[src/rtl/pcs_tx_oset_gen.sv]
`default_nettype none
// ============================================================================
// Module   : pcs_tx_oset_gen
// Brief    : 1000BASE-X PCS transmit ordered-set generator. Turns GMII-style
//            TX_EN/TX_ER/TXD into an 8-bit code-group stream with a K flag,
//            ahead of the 8b/10b encoder. Tracks even/odd slots, aligns /S/
//            to even slots behind a ready handshake, enforces a minimum IPG,
//            propagates errors as /V/, supports carrier extension and pads
//            the end-of-packet delimiter so idle restarts on an even slot.
// Revision : 1.0 - initial release
// ============================================================================
module pcs_tx_oset_gen #(
  parameter int         IPG_MIN  = 12,
  parameter int         EXT_EN   = 1,
  parameter int         ERR_PROP = 1,
  parameter logic [7:0] IDLE_D   = 8'h50
) (
  input  logic       clock,
  input  logic       reset,
  input  logic       TX_EN,
  input  logic       TX_ER,
  input  logic [7:0] TXD,
  output logic       tx_ready,
  output logic [7:0] tx_o_set,
  output logic       tx_o_set_k,
  output logic       tx_even,
  output logic       transmitting,
  output logic       tx_drop
);

  // State encoding
  localparam logic [2:0] c_ST_XMIT_IDLE   = 3'd0;
  localparam logic [2:0] c_ST_DROP        = 3'd1;
  localparam logic [2:0] c_ST_START       = 3'd2;
  localparam logic [2:0] c_ST_TX_DATA     = 3'd3;
  localparam logic [2:0] c_ST_END         = 3'd4;
  localparam logic [2:0] c_ST_CARRIER_EXT = 3'd5;
  localparam logic [2:0] c_ST_EPD2        = 3'd6;
  localparam logic [2:0] c_ST_EPD3        = 3'd7;

  // Code-group octets
  localparam logic [7:0] c_OS_K28_5 = 8'hBC;
  localparam logic [7:0] c_OS_S     = 8'hFB;
  localparam logic [7:0] c_OS_T     = 8'hFD;
  localparam logic [7:0] c_OS_R     = 8'hF7;
  localparam logic [7:0] c_OS_V     = 8'hFE;
  localparam logic [7:0] c_EXT_D    = 8'h0F;

  localparam logic [5:0] c_IPG_MIN  = 6'(IPG_MIN);

  logic [2:0] r_state;
  logic [2:0] w_state_nxt;
  logic [5:0] r_ipg_cnt;
  logic       w_ipg_ok;
  logic       w_start;
  logic       w_err_prop;
  logic       w_ext_en;
  logic       w_ext_req;
  logic [7:0] w_idle_oset;
  logic       w_idle_k;
  logic [7:0] w_oset_nxt;
  logic       w_k_nxt;
  logic       w_xmit_nxt;
  logic       w_drop_nxt;

  // Feature switches resolved at elaboration
  generate
    if (ERR_PROP != 0) begin : g_err_prop_on
      assign w_err_prop = 1'b1;
    end else begin : g_err_prop_off
      assign w_err_prop = 1'b0;
    end

    if (EXT_EN != 0) begin : g_ext_on
      assign w_ext_en = 1'b1;
    end else begin : g_ext_off
      assign w_ext_en = 1'b0;
    end
  endgenerate

  // Handshake and shared decodes; the slot being produced next is even
  // exactly when the current slot is odd.
  assign w_ipg_ok    = (r_ipg_cnt >= c_IPG_MIN);
  assign tx_ready    = (r_state == c_ST_XMIT_IDLE) & ~tx_even & w_ipg_ok;
  assign w_start     = TX_EN & tx_ready;
  assign w_ext_req   = w_ext_en & TX_ER & ~TX_EN;
  assign w_idle_oset = tx_even ? IDLE_D : c_OS_K28_5;
  assign w_idle_k    = ~tx_even;

  // State register
  always_ff @(posedge clock or posedge reset) begin
    if (reset) begin
      r_state <= c_ST_XMIT_IDLE;
    end else begin
      r_state <= w_state_nxt;
    end
  end

  // Next-state decode
  always_comb begin
    w_state_nxt = r_state;
    case (r_state)
      c_ST_XMIT_IDLE: begin
        if (TX_EN) begin
          w_state_nxt = tx_ready ? c_ST_START : c_ST_DROP;
        end
      end
      c_ST_DROP: begin
        if (!TX_EN) begin
          w_state_nxt = c_ST_XMIT_IDLE;
        end
      end
      // START already treats its inputs as the first data cycle
      c_ST_START, c_ST_TX_DATA: begin
        w_state_nxt = TX_EN ? c_ST_TX_DATA : c_ST_END;
      end
      c_ST_END: begin
        w_state_nxt = w_ext_req ? c_ST_CARRIER_EXT : c_ST_EPD2;
      end
      c_ST_CARRIER_EXT: begin
        if (!TX_EN && !TX_ER) begin
          w_state_nxt = c_ST_EPD2;
        end
      end
      // An /R/ that landed in an even slot needs one more /R/ as padding
      c_ST_EPD2: begin
        w_state_nxt = tx_even ? c_ST_EPD3 : c_ST_XMIT_IDLE;
      end
      c_ST_EPD3: begin
        w_state_nxt = c_ST_XMIT_IDLE;
      end
      default: begin
        w_state_nxt = c_ST_XMIT_IDLE;
      end
    endcase
  end

  // Output decode: code-group, K flag, carrier and drop values for the next edge
  always_comb begin
    w_oset_nxt = w_idle_oset;
    w_k_nxt    = w_idle_k;
    w_xmit_nxt = transmitting;
    w_drop_nxt = 1'b0;
    case (r_state)
      c_ST_XMIT_IDLE: begin
        w_xmit_nxt = 1'b0;
        if (w_start) begin
          w_oset_nxt = c_OS_S;
          w_k_nxt    = 1'b1;
        end else if (TX_EN) begin
          w_drop_nxt = 1'b1;
        end
      end
      c_ST_DROP: begin
        w_xmit_nxt = 1'b0;
      end
      c_ST_START, c_ST_TX_DATA: begin
        w_xmit_nxt = 1'b1;
        if (!TX_EN) begin
          w_oset_nxt = c_OS_T;
          w_k_nxt    = 1'b1;
        end else if (TX_ER && w_err_prop) begin
          w_oset_nxt = c_OS_V;
          w_k_nxt    = 1'b1;
        end else begin
          w_oset_nxt = TXD;
          w_k_nxt    = 1'b0;
        end
      end
      c_ST_END: begin
        w_oset_nxt = c_OS_R;
        w_k_nxt    = 1'b1;
        w_xmit_nxt = w_ext_req;
      end
      c_ST_CARRIER_EXT: begin
        w_k_nxt = 1'b1;
        if (TX_EN) begin
          // Burst mode is not supported: a new frame during extension is an error
          w_oset_nxt = c_OS_V;
          w_xmit_nxt = 1'b1;
        end else if (!TX_ER) begin
          w_oset_nxt = c_OS_R;
          w_xmit_nxt = 1'b0;
        end else begin
          w_oset_nxt = (TXD == c_EXT_D) ? c_OS_R : c_OS_V;
          w_xmit_nxt = 1'b1;
        end
      end
      c_ST_EPD2: begin
        w_xmit_nxt = 1'b0;
        if (tx_even) begin
          w_oset_nxt = c_OS_R;
          w_k_nxt    = 1'b1;
        end
      end
      c_ST_EPD3: begin
        w_xmit_nxt = 1'b0;
      end
      default: begin
        w_xmit_nxt = 1'b0;
      end
    endcase
  end

  // Registered code-group outputs and free-running slot parity
  always_ff @(posedge clock or posedge reset) begin
    if (reset) begin
      tx_o_set     <= c_OS_K28_5;
      tx_o_set_k   <= 1'b1;
      tx_even      <= 1'b1;
      transmitting <= 1'b0;
      tx_drop      <= 1'b0;
    end else begin
      tx_o_set     <= w_oset_nxt;
      tx_o_set_k   <= w_k_nxt;
      tx_even      <= ~tx_even;
      transmitting <= w_xmit_nxt;
      tx_drop      <= w_drop_nxt;
    end
  end

  // Inter-packet gap counter: counts idle code-groups, cleared by /S/
  always_ff @(posedge clock or posedge reset) begin
    if (reset) begin
      r_ipg_cnt <= c_IPG_MIN;
    end else if (w_start) begin
      r_ipg_cnt <= 6'd0;
    end else if (((r_state == c_ST_XMIT_IDLE) || (r_state == c_ST_DROP)) &&
                 (r_ipg_cnt < c_IPG_MIN)) begin
      r_ipg_cnt <= r_ipg_cnt + 6'd1;
    end
  end

endmodule
`default_nettype wire

[config.mk]
export PLATFORM = sky130hd
export DESIGN_NAME = pcs_tx_oset_gen
export DESIGN_NICKNAME = d
export VERILOG_FILES = /design/src/rtl/pcs_tx_oset_gen.sv
export SDC_FILE = /design/constraint.sdc
export NUM_CORES = 1
export LEC_CHECK = 0
export BUFFER_PORTS_ARGS = -buffer_cell sky130_fd_sc_hd__buf_2
export CORE_AREA = 2 2 48 50
export CTS_BUF_LIST = sky130_fd_sc_hd__clkbuf_4 sky130_fd_sc_hd__clkbuf_8
export DETAILED_ROUTE_END_ITERATION = 8
export DIE_AREA = 0 0 50 52
export PLACE_DENSITY_LB_ADDON = 0.2
export REMOVE_ABC_BUFFERS = 1
export SETUP_SLACK_MARGIN = 0.2
export SLEW_MARGIN = 20
export SYNTH_ARGS = -nofsm -noshare
export SYNTH_HDL_FRONTEND = slang
export SYNTH_SLANG_ARGS = --single-unit
export TNS_END_PERCENT = 50
[constraint.sdc]
create_clock -name clock -period 3.8 [get_ports clock]
set_clock_uncertainty 0.15 [all_clocks]
set_input_delay 0.76 -clock clock [delete_from_list [all_inputs] [get_ports clock]]
set_output_delay 0.76 -clock clock [all_outputs]
set_load 0.05 [all_outputs]
Word level (Yosys, flattened, before mapping)
Index checks and enable logic that the tools add are counted.

cells by class
  $add $sub $neg = 1
  magnitude comparators = 2
  equal/unequal tests = 11
  muxes and demuxes = 29
  bitwise logic cells = 6
  reduce and logical (&&, ||, !) cells = 11

operator list
  operator             number
  $mux 8               5
  $pmux 8 s5           1
  $pmux 3 s7           1
  $mux 3               5
  $eq 3x3->1 const B   4
  $mux 4               3
  $mux 6               2
  $eq 8x4->1 const B   1
  $mux 1               8
  $pmux 1 s4           2
  $add 6x1->6 const B  1
  $eq 3x2->1 const B   2
  $ge 6x4->1 const B   1
  $lt 6x4->1 const B   1
  $ne 2x2->1 const B   3
  $and 1x1->1          4
  $mux 2               2
  $reduce_or 2->1      2
  $reduce_or 4->1      1
  $eq 3x1->1 const B   1
  $logic_not 3->1      1
  $reduce_and 3->1     1
  $logic_and 1x1->1    2
  $logic_not 1->1      2
  3 further kinds      4

storage, ports and cells
  bits in registers = 21
  input port bits = 12
  output and inout port bits = 13
  word-level logic and storage cells = 67

Depth between registers and ports, before layout
Gate-level depths: netlist of run 1.

  depth after elaboration = 6
  depth in mapped cells = 5

Worst setup path after synthesis of run 1
No wires, ideal clock.

  kind = flip-flop to output port
  start point = register r_ipg_cnt[2]
  end point = output port tx_ready
  arrival = 1.770 ns
  slack = 1.120 ns
  cell stages (with the launch flop) = 3
  path buffers = 0
  cells stage by stage = dfstp_2 > a211oi_1 > nor4b_2

between the ends
  longest elaborated chain between the ends = 2

ends and longest elaborated chain
  item                    RTL line  source
  start, declared         53        logic [5:0] r_ipg_cnt;
  start signal, assigned  225       r_ipg_cnt <= c_IPG_MIN;
  start signal, assigned  230       r_ipg_cnt <= r_ipg_cnt + 6'd1;
  $ge 6x4->1              83        assign w_ipg_ok = (r_ipg_cnt >= c_IPG_MIN);
  $and 1x1->1             84        assign tx_ready = (r_state == c_ST_XMIT_IDLE) & ~tx_even & w_ipg_ok;
  end, declared           23        output logic tx_ready,

No other way between the ends.

Worst setup path after layout of run 1
  start point = register r_state[1]
  end point = output port tx_ready

between the ends
  longest elaborated chain between the ends = 3

ends and longest elaborated chain
  item                      RTL line  source
  start, declared           51        logic [2:0] r_state;
  start signal, assigned    93        r_state <= c_ST_XMIT_IDLE;
  start signal, assigned    95        r_state <= w_state_nxt;
  $logic_not 3->1           84
  $and 1x1->1 (2 in a row)  84

No other way between the ends.

==> results of run 1 <==
-- cells by family (layout without fill, tap and decap cells) --
kind of cell / after synthesis / in the layout / synth area share
DFF: 21 / 21 / 0.511
buffers and inverters: 13 / 37 / 0.0464
adders and majority gates: 2 / 2 / 0.0238
xor gates and xnor gates: 2 / 2 / 0.0167
AOI/OAI and AO/OA: 32 / 32 / 0.206
muxes: 1 / 1 / 0.0107
and+or+nand+nor: 36 / 36 / 0.186
-- how the worst max path moves through the flow --
stage / startpoint / endpoint / slack, ps
floorplan: r_ipg_cnt[2] / tx_ready / 1120
global placement: r_ipg_cnt[2] / tx_ready / 1430
finish: r_state[1] / tx_ready / 1000
global route: r_state[1] / tx_ready / 850
CTS: r_state[1] / tx_ready / 1010
detailed placement: r_state[1] / tx_ready / 1370
-- metal layers --
metal / share of wire / vias up / routed length, um
met5: 0 / - / 0
met4: 0.022 / 0 / 49
met3: 0.042 / 6 / 93
met2: 0.48 / 28 / 1070
met1: 0.45 / 411 / 993
li1: - / 430 / -
-- metrics by stage --
| stage | cell area [sq um] | setup slack (ps) | util |
|---|---|---|---|
| detailed placement | 1190 | 1370 | 0.566 |
| CTS | 1220 | 1010 | 0.580 |
| global route | 1220 | 854 | 0.580 |
| global placement | 1190 | 1430 | 0.566 |
| floorplan | 1040 | 1120 | - |
| finish | 1220 | 997 | 0.580 |
-- registers in the layout, indices dropped and copies added, names as in the netlist --
name	flops
r_ipg_cnt	6
r_state	3
transmitting	1
tx_drop	1
tx_even	1
tx_o_set	8
tx_o_set_k	1
-- final cells by class --
type | count | area (sq um) | share of cell area
well taps | 28 | 35.0 | 0.0287
inverters | 9 | 33.8 | 0.0277
repair buffers | 24 | 120 | 0.0984
clock buffers | 4 | 30.0 | 0.0246
multi-input cells | 73 | 465 | 0.381
flip-flops and latches | 21 | 537 | 0.440
-- report_power, final --
part	internal [mW]	leakage, nW	switching, mW
combinational	0.160	0.292	0.289
clock	0.0481	0.0184	0.0659
sequential	0.311	0.244	0.0820
total	0.519	0.554	0.437
-- worst max-delay path: stages (launching register included) --
cell     delay [ps]
dfrtp_1         550
nor2_1          220
nor4b_2         460
buf_2           360
-- Yosys cell counts --
cell type,n,area share
a21o_1,1,0.0071
o41a_1,1,0.011
nor2b_1,1,0.0060
a211oi_1,2,0.014
o31a_1,1,0.0083
a31o_2,1,0.0083
o22ai_1,2,0.012
inv_1,8,0.029
clkbuf_1,4,0.014
dfstp_2,9,0.23
nor3_1,1,0.0048
clkinv_1,1,0.0036
nand4_1,1,0.0060
o21bai_1,1,0.0071
xnor2_1,1,0.0083
or4_1,2,0.014
nor4b_1,1,0.0083
nand2_1,7,0.025
o21a_1,2,0.014
mux2_2,1,0.011
nor2_1,9,0.032
nand2b_1,1,0.0060
o211a_1,1,0.0095
a311oi_1,1,0.0083
a221o_1,1,0.0095
nand3_1,7,0.033
or3b_2,1,0.0083
nor4b_2,1,0.014
and2_1,3,0.018
xor2_1,1,0.0083
a31oi_1,2,0.012
o21ai_0,6,0.029
or4b_1,1,0.0095
a22o_1,1,0.0083
ha_1,2,0.024
a22oi_1,2,0.014
dfrtp_1,12,0.29
a21oi_1,7,0.033
==> results.ini, run 1 <==
[die]
initial_core_util = 0.499
core_sq_um = 2110
ios = 25
dieWidth_um = 50
die-area_sq_um = 2600
die_h_um = 52
rows = 17

[sta]
setup_tns_ps = 0
finalSetupViolCount = 0
min_period_ps = 2800
fin_crit_sh = 0.738
slew_headroom = 0.474
rsz0062_at_grt = no
max_freq_mhz = 357
hold_ws_ps = 352
tightest_slew_ps = 788
slew_viol_final = 0
hold_violations = 0

[logic_synthesis]
netlist_instances = 107
synth_seq_area_share = 0.511
ys_warn_count = 0
synth_cell_types = 38
mappedNetlistArea_sq_um = 1050
ys_seq_elements = 21
synth.avg_cell_area_sq_um = 9.82

[hold_path]
hold_path.class = flip-flop to flip-flop
hold_end = r_ipg_cnt[5]
min_path_cells = 1
min_from = r_ipg_cnt[5]

[clock_network]
cts_num_sinks = 21
clkTransAtPathRegs_ps = 110
cts_made_buffers = 3
clk_latency_ps = 300
htree_levels = 1
cts_tree = yes
ctsRootBufferMaster = clkbuf_4
cts_buffer_depth = 2
ctsHoldBuffers = 0
cts_resized = 0
cts_setup_buffers = 0

[pwr]
p_per_area_nw_per_um2 = 783
leakagePower_nw = 0.554
peakVddDrop_uv = 431
finalPower_uw = 956

[global_routing]
use_met3 = 0.0259
grt_usage = 0.184
top_usage_layer = met2
antenna_found_initial = 0
groute.layer.met2.usage = 0.303
grt_max_degree = 22
grt.overflow.total = 0
grt_pass1_vias = 805
grt_util_met1 = 0.240
grt_pass1_wl_um = 3600

[setup_path]
crit_path_max_fanout = 15
ff2ff_path_depth = 4
r2r_slack_ps = 1720
r2r_end = r_state[0]
criticalPathCategory = flip-flop to primary output
cp.arrival_ps = 1890
cp-end-kind = primary output
worstPathRequired_ps = 2890
startpoint_type = flip-flop
r2r_start = r_state[2]

[status]
outcome = finished, final reports clean

[drt]
drt_iter0_drc = 20
dr_total_vias = 875
drc = 0
wl_um = 2200
avgRoutedWirePerCell_um = 13.9
dr.pass1.iters = 4
viasPerCell = 5.50
ant_nets = 0

[placement]
routabilityCongestion = 0.803
dpl.hpwl_um = 1600
io_buffers = 24
dp_cells = 155

[layout]
mostFrequentLayoutCells = buf_2, dfrtp_1, nor2_1, dfstp_2, inv_1
drive_gt1_frac = 0.313
antenna_cells = 0
instances_no_fill = 159
final_nets = 146
areaGrowthSynthToFinish_pct = 16.2
layout_commonest_cell = buf_2
num-fill-cells = 193

[flow_run]
maxCapViolCount = 0

Note: power is estimated with default switching activity, not from simulation.
==> run 2, diff against run 1 <==
Clock period 3.8 ns to 2.9 ns, I/O delays scaled along.
==> run 2 against run 1 <==
  * Combinational power increased by 32%
  * Global-route usage unchanged
  * Final cell count unchanged
  * Highest routed layer unchanged
  * Hold slack got worse by 98 ps
  * Largest power group unchanged
  * First-iteration DRC count decreased by 15%
  * Die area unchanged
  * Flip-flop and latch count unchanged
  * Sequential share of layout area decreased by 0.31 points
  * Design area increased by 0.72%
  * Critical path type unchanged
  * Setup slack got worse by 600 ps
  * Critical endpoint unchanged
  * Sequential power increased by 32%
  * Routed wire length decreased by 1.7%
==> results.ini, run 2 (synthesis gave the netlist of run 1 again) <==
[clock_network]
htree_levels = 1  ; unchanged
cts_made_buffers = 3  ; unchanged
cts_num_sinks = 21  ; unchanged
cts_buffer_depth = 2  ; unchanged
ctsRootBufferMaster = clkbuf_4
cts_tree = yes
cts_setup_buffers = 0  ; unchanged
ctsHoldBuffers = 0  ; unchanged
clkTransAtPathRegs_ps = 110  ; about the same
cts_resized = 0  ; unchanged
clk_latency_ps = 300  ; about the same

[sta]
slew_viol_final = 0  ; unchanged
rsz0062_at_grt = no
slew_headroom = 0.476  ; +0.00156
setup_ws_ps = 400  ; -597 ps
finalSetupViolCount = 0  ; unchanged
max_freq_mhz = 400
fin_crit_sh = 0.862
setup_tns_ps = 0  ; unchanged
hold_violations = 0  ; unchanged
tightest_slew_ps = 785  ; -2.34 ps
min_period_ps = 2500

[pwr]
p_per_area_nw_per_um2 = 1020  ; +31%
peakVddDrop_uv = 567  ; +31%
leakagePower_nw = 0.562  ; +1.4%
finalPower_mw = 1.26  ; +32%

[setup_path]
max_stage_delay_ps = 540  ; about the same
crit_chain = nor2_1 -> nor4b_4 -> buf_2
criticalPathCategory = flip-flop to primary output
cp_num_buf_inv = 1  ; unchanged
worstPathRequired_ps = 2170  ; -720 ps
cp.arrival_ps = 1770  ; -120 ps
cp_slowest_cell = dfrtp_1
startpoint_type = flip-flop
crit_path_max_fanout = 14  ; -1
cp-end-kind = primary output
crit_family = simple AND/OR/NAND/NOR gates

[die]
core_sq_um = 2110  ; unchanged
die-area_sq_um = 2600  ; unchanged
ios = 25  ; unchanged
die_h_um = 52  ; unchanged
initial_core_util = 0.499  ; unchanged
dieWidth_um = 50  ; unchanged
rows = 17  ; unchanged

[drt]
dr.pass1.iters = 4  ; unchanged
drt_iter0_drc = 17  ; -15%
ant_nets = 0  ; unchanged
viasPerCell = 5.47  ; -0.69%
wl_um = 2170  ; -1.7%
drc = 0  ; unchanged
avgRoutedWirePerCell_um = 13.6  ; -1.7%
dr_total_vias = 869  ; -0.69%

[global_routing]
grt_usage = 0.184  ; unchanged
antenna_found_initial = 0  ; unchanged
grt_pass1_vias = 805  ; unchanged
grt_pass1_wl_um = 3600  ; unchanged
grt.overflow.total = 0  ; unchanged
grt_max_degree = 22  ; unchanged

[placement]
post-place-ws_ps = 653  ; -720 ps
io_buffers = 24  ; unchanged
routabilityCongestion = 0.803  ; unchanged
dpl.hpwl_um = 1600  ; unchanged
postPlaceCellArea_sq_um = 1190  ; unchanged

[layout]
final_nets = 146  ; unchanged
layout_commonest_cell = buf_2
drive_gt1_frac = 0.313  ; unchanged
antenna_cells = 0  ; unchanged
largest_reg_flops = 8  ; unchanged
reg.largest.list = tx_o_set (8), r_ipg_cnt (6), r_state (3)
post-route-util = 0.584  ; +0.00416
mostFrequentLayoutCells = buf_2, dfrtp_1, nor2_1, dfstp_2, inv_1
largest-register = tx_o_set
areaGrowthSynthToFinish_pct = 17.0
stdcell_area_sq_um = 1230  ; +0.72%
num-fill-cells = 190  ; -1.6%

[status]
outcome = finished, final reports clean

[hold_path]
hold_path.class = input port to asynchronous set/reset pin

[flow_run]
maxCapViolCount = 0  ; unchanged

-- run 2: worst register-to-register path, delay by kind of cell (launching register included) --
| family | cells | cell delay (ps) |
|---|---|---|
| compound gates | 1 | 150 |
| flops | 1 | 680 |
| mux | 1 | 160 |
| buf+inv | 1 | 370 |
| simple gates | 1 | 550 |
-- run 2: worst paths after layout --
| path | start | to | slack [ps] | cells after the start |
|---|---|---|---|---|
| max in group asynchronous | reset | tx_o_set[6] | 1860 | 2 |
| min | reset | r_state[1] | 250 | 2 |
| min in group clock | TXD[7] | tx_o_set[7] | 340 | 2 |
| max reg2reg | r_state[2] | r_state[0] | 790 | 4 |
| min reg2reg | r_ipg_cnt[5] | r_ipg_cnt[5] | 350 | 1 |
| max | r_state[0] | tx_ready | 400 | 3 |
-- run 2: cell type report --
type	instances	area, sq um	area share
flip-flops and latches	21	537	0.436
multi-input cells	73	474	0.386
repair buffers	24	120	0.0977
well taps	28	35.0	0.0285
inverters	9	33.8	0.0275
clock buffers	4	30.0	0.0244
-- run 2: power by group --
| part | switching [mW] | total [mW] | internal, mW | leakage [nW] |
|---|---|---|---|---|
| clock network | 0.0867 | 0.150 | 0.0630 | 0.0184 |
| logic | 0.380 | 0.592 | 0.212 | 0.299 |
| registers | 0.109 | 0.517 | 0.408 | 0.244 |
| total | 0.576 | 1.26 | 0.683 | 0.562 |
-- run 2: per-stage QoR --
step	hold WS, ps	std cells
2_1_floorplan	305	103
3_3_place_gp	335	155
3_5_place_dp	323	155
4_1_cts	277	159
5_1_grt	305	159
6_report	254	159
-- run 2: per-layer routing --
metal / GRT usage / vias up / share of wire
met5: 0 / - / 0
met4: 0.0833 / 0 / 0.023
met3: 0.0259 / 6 / 0.038
met2: 0.303 / 29 / 0.48
met1: 0.240 / 405 / 0.46
li1: - / 429 / -
==> run 3, diff against run 2 <==
Settings changed: CELL_PAD_IN_SITES_DETAIL_PLACEMENT from default to 0, CELL_PAD_IN_SITES_GLOBAL_PLACEMENT from default to 1, CORE_AREA 2 2 48 50 to 2 2 54 56, DIE_AREA 0 0 50 52 to 0 0 56 58.
==> run 3 against run 2 <==
  * Critical path depth stayed put
  * First-iteration DRC count rose by 59%
  * Maximum frequency down 1.3%
  * Register-to-register slack about the same
  * Routed wire length up 9.1%
  * Non-clock buffer count grew 1
  * Largest power group unchanged
==> results.ini, run 3 (synthesis gave the netlist of run 1 again) <==
[sta]
min_period_ps = 2530  ; +32.6 ps
max_freq_mhz = 395  ; -1.3%
fin_crit_sh = 0.873  ; +0.0112
tightest_slew_ps = 787  ; +1.71 ps
finalSetupViolCount = 0  ; unchanged
hold_violations = 0  ; unchanged
slew_viol_final = 0  ; unchanged
rsz0062_at_grt = no
slew_headroom = 0.475  ; -0.00114
setup_tns_ps = 0  ; unchanged

[pwr]
peakVddDrop_uv = 470  ; -17%
finalPower_mw = 1.28  ; +1.6%
p_per_area_nw_per_um2 = 1030  ; +0.65%
leakagePower_nw = 0.566  ; +0.79%

[status]
outcome = finished, final reports clean

[setup_path]
r2r_start = r_state[2]
crit_chain = nor2_1 -> nor4b_4 -> buf_2
cp-startpoint = r_state[1]
r2r_end = r_state[0]
worstPathRequired_ps = 2170  ; about the same
max_stage_delay_ps = 560  ; +20 ps
cp_num_buf_inv = 1  ; unchanged
cp_slowest_cell = dfrtp_1
cp.arrival_ps = 1800  ; +30 ps
r2r_slack_ps = 780  ; about the same
ff2ff_path_depth = 4  ; unchanged
cp-end-kind = primary output
startpoint_type = flip-flop
cp-endpoint = tx_ready
criticalPathCategory = flip-flop to primary output
cp.depth = 3  ; unchanged
crit_path_max_fanout = 15  ; +1
crit_family = simple AND/OR/NAND/NOR gates

[layout]
multi_input_area_sq_um = 474  ; unchanged
largest_reg_flops = 8  ; unchanged
num-fill-cells = 283  ; +49%
instances_no_fill = 163  ; +2.5%
mostFrequentLayoutCells = buf_2, dfrtp_1, nor2_1, dfstp_2, inv_1
largest-register = tx_o_set
regArea_sq_um = 537  ; unchanged
drive_gt1_frac = 0.318  ; +0.00520
layout_commonest_cell = buf_2
areaGrowthSynthToFinish_pct = 18.1
antenna_cells = 0  ; unchanged
final_nets = 147  ; +0.68%
reg.largest.list = tx_o_set (8), r_ipg_cnt (6), r_state (3)

[clock_network]
ctsHoldBuffers = 0  ; unchanged
cts_setup_buffers = 0  ; unchanged
cts_buffer_depth = 2  ; unchanged
clkTransAtPathRegs_ps = 130  ; +20 ps
cts_tree = yes
cts_num_sinks = 21  ; unchanged
htree_levels = 1  ; unchanged
ctsRootBufferMaster = clkbuf_4
clk_latency_ps = 310  ; about the same
cts_made_buffers = 3  ; unchanged
cts_resized = 0  ; unchanged

[global_routing]
antenna_found_initial = 0  ; unchanged
grt_usage = 0.161  ; -0.0231
grt_pass1_wl_um = 3940  ; +9.4%
grt_pass1_vias = 842  ; +4.6%
grt_max_degree = 22  ; unchanged
grt.overflow.total = 0  ; unchanged

[placement]
dp_cells = 159  ; +2.6%
dpl.hpwl_um = 1710  ; +7.3%
routabilityCongestion = 0.824  ; +2.6%
io_buffers = 24  ; unchanged

[die]
rows = 19  ; +2
core_sq_um = 2660  ; +26%
dieWidth_um = 56  ; +12%
die-area_sq_um = 3250  ; +25%
die_h_um = 58  ; +12%
initial_core_util = 0.395  ; -0.104
ios = 25  ; unchanged

[flow_run]
maxCapViolCount = 0  ; unchanged

[drt]
drc = 0  ; unchanged
viasPerCell = 5.55  ; +1.6%
ant_nets = 0  ; unchanged
dr_total_vias = 905  ; +4.1%
dr.pass1.iters = 4  ; unchanged
wl_um = 2360  ; +9.1%
drt_iter0_drc = 27  ; +10
avgRoutedWirePerCell_um = 14.5  ; +6.5%

[hold_path]
hold_path.class = input port to asynchronous set/reset pin

-- run 3: area by class of cell --
type                    instances  area share
flip-flops and latches         21       0.432
multi-input cells              73       0.382
repair buffers                 25       0.103
well taps                      31      0.0313
inverters                       9      0.0272
clock buffers                   4      0.0242
-- run 3: worst min path at each step --
stage / endpoint / startpoint / cells past startpoint / slack, ps
after floorplan: r_ipg_cnt[4] / r_ipg_cnt[4] / 1 / 300
after global placement: r_ipg_cnt[4] / r_ipg_cnt[4] / 1 / 330
after detailed placement: r_ipg_cnt[5] / r_ipg_cnt[5] / 1 / 330
after CTS: tx_o_set[6] / reset / 2 / 270
after global routing: tx_o_set[0] / reset / 2 / 300
final: tx_o_set[6] / reset / 2 / 240
-- run 3: power breakdown --
group	switching, mW	internal, mW
logic	0.382	0.221
registers	0.114	0.408
clock network	0.0916	0.0629
total	0.587	0.692
-- run 3: per-stage QoR --
| step | utilization | hold WS, ps | area, sq um | worst slack [ps] |
|---|---|---|---|---|
| 6_report | 0.466 | 245 | 1240 | 367 |
| 5_1_grt | 0.466 | 303 | 1240 | 264 |
| 4_1_cts | 0.463 | 275 | 1230 | 284 |
| 3_5_place_dp | 0.452 | 332 | 1200 | 641 |
| 3_3_place_gp | 0.452 | 330 | 1200 | 650 |
| 2_1_floorplan | - | 305 | 1040 | 381 |
-- run 3: per-layer routing --
metal,up-vias,routed length [um],global-route usage
met3,4,111,0.0290
met5,-,0,0
met1,443,1060,0.228
li1,436,-,-
met2,22,1160,0.234
met4,0,32,0.0884
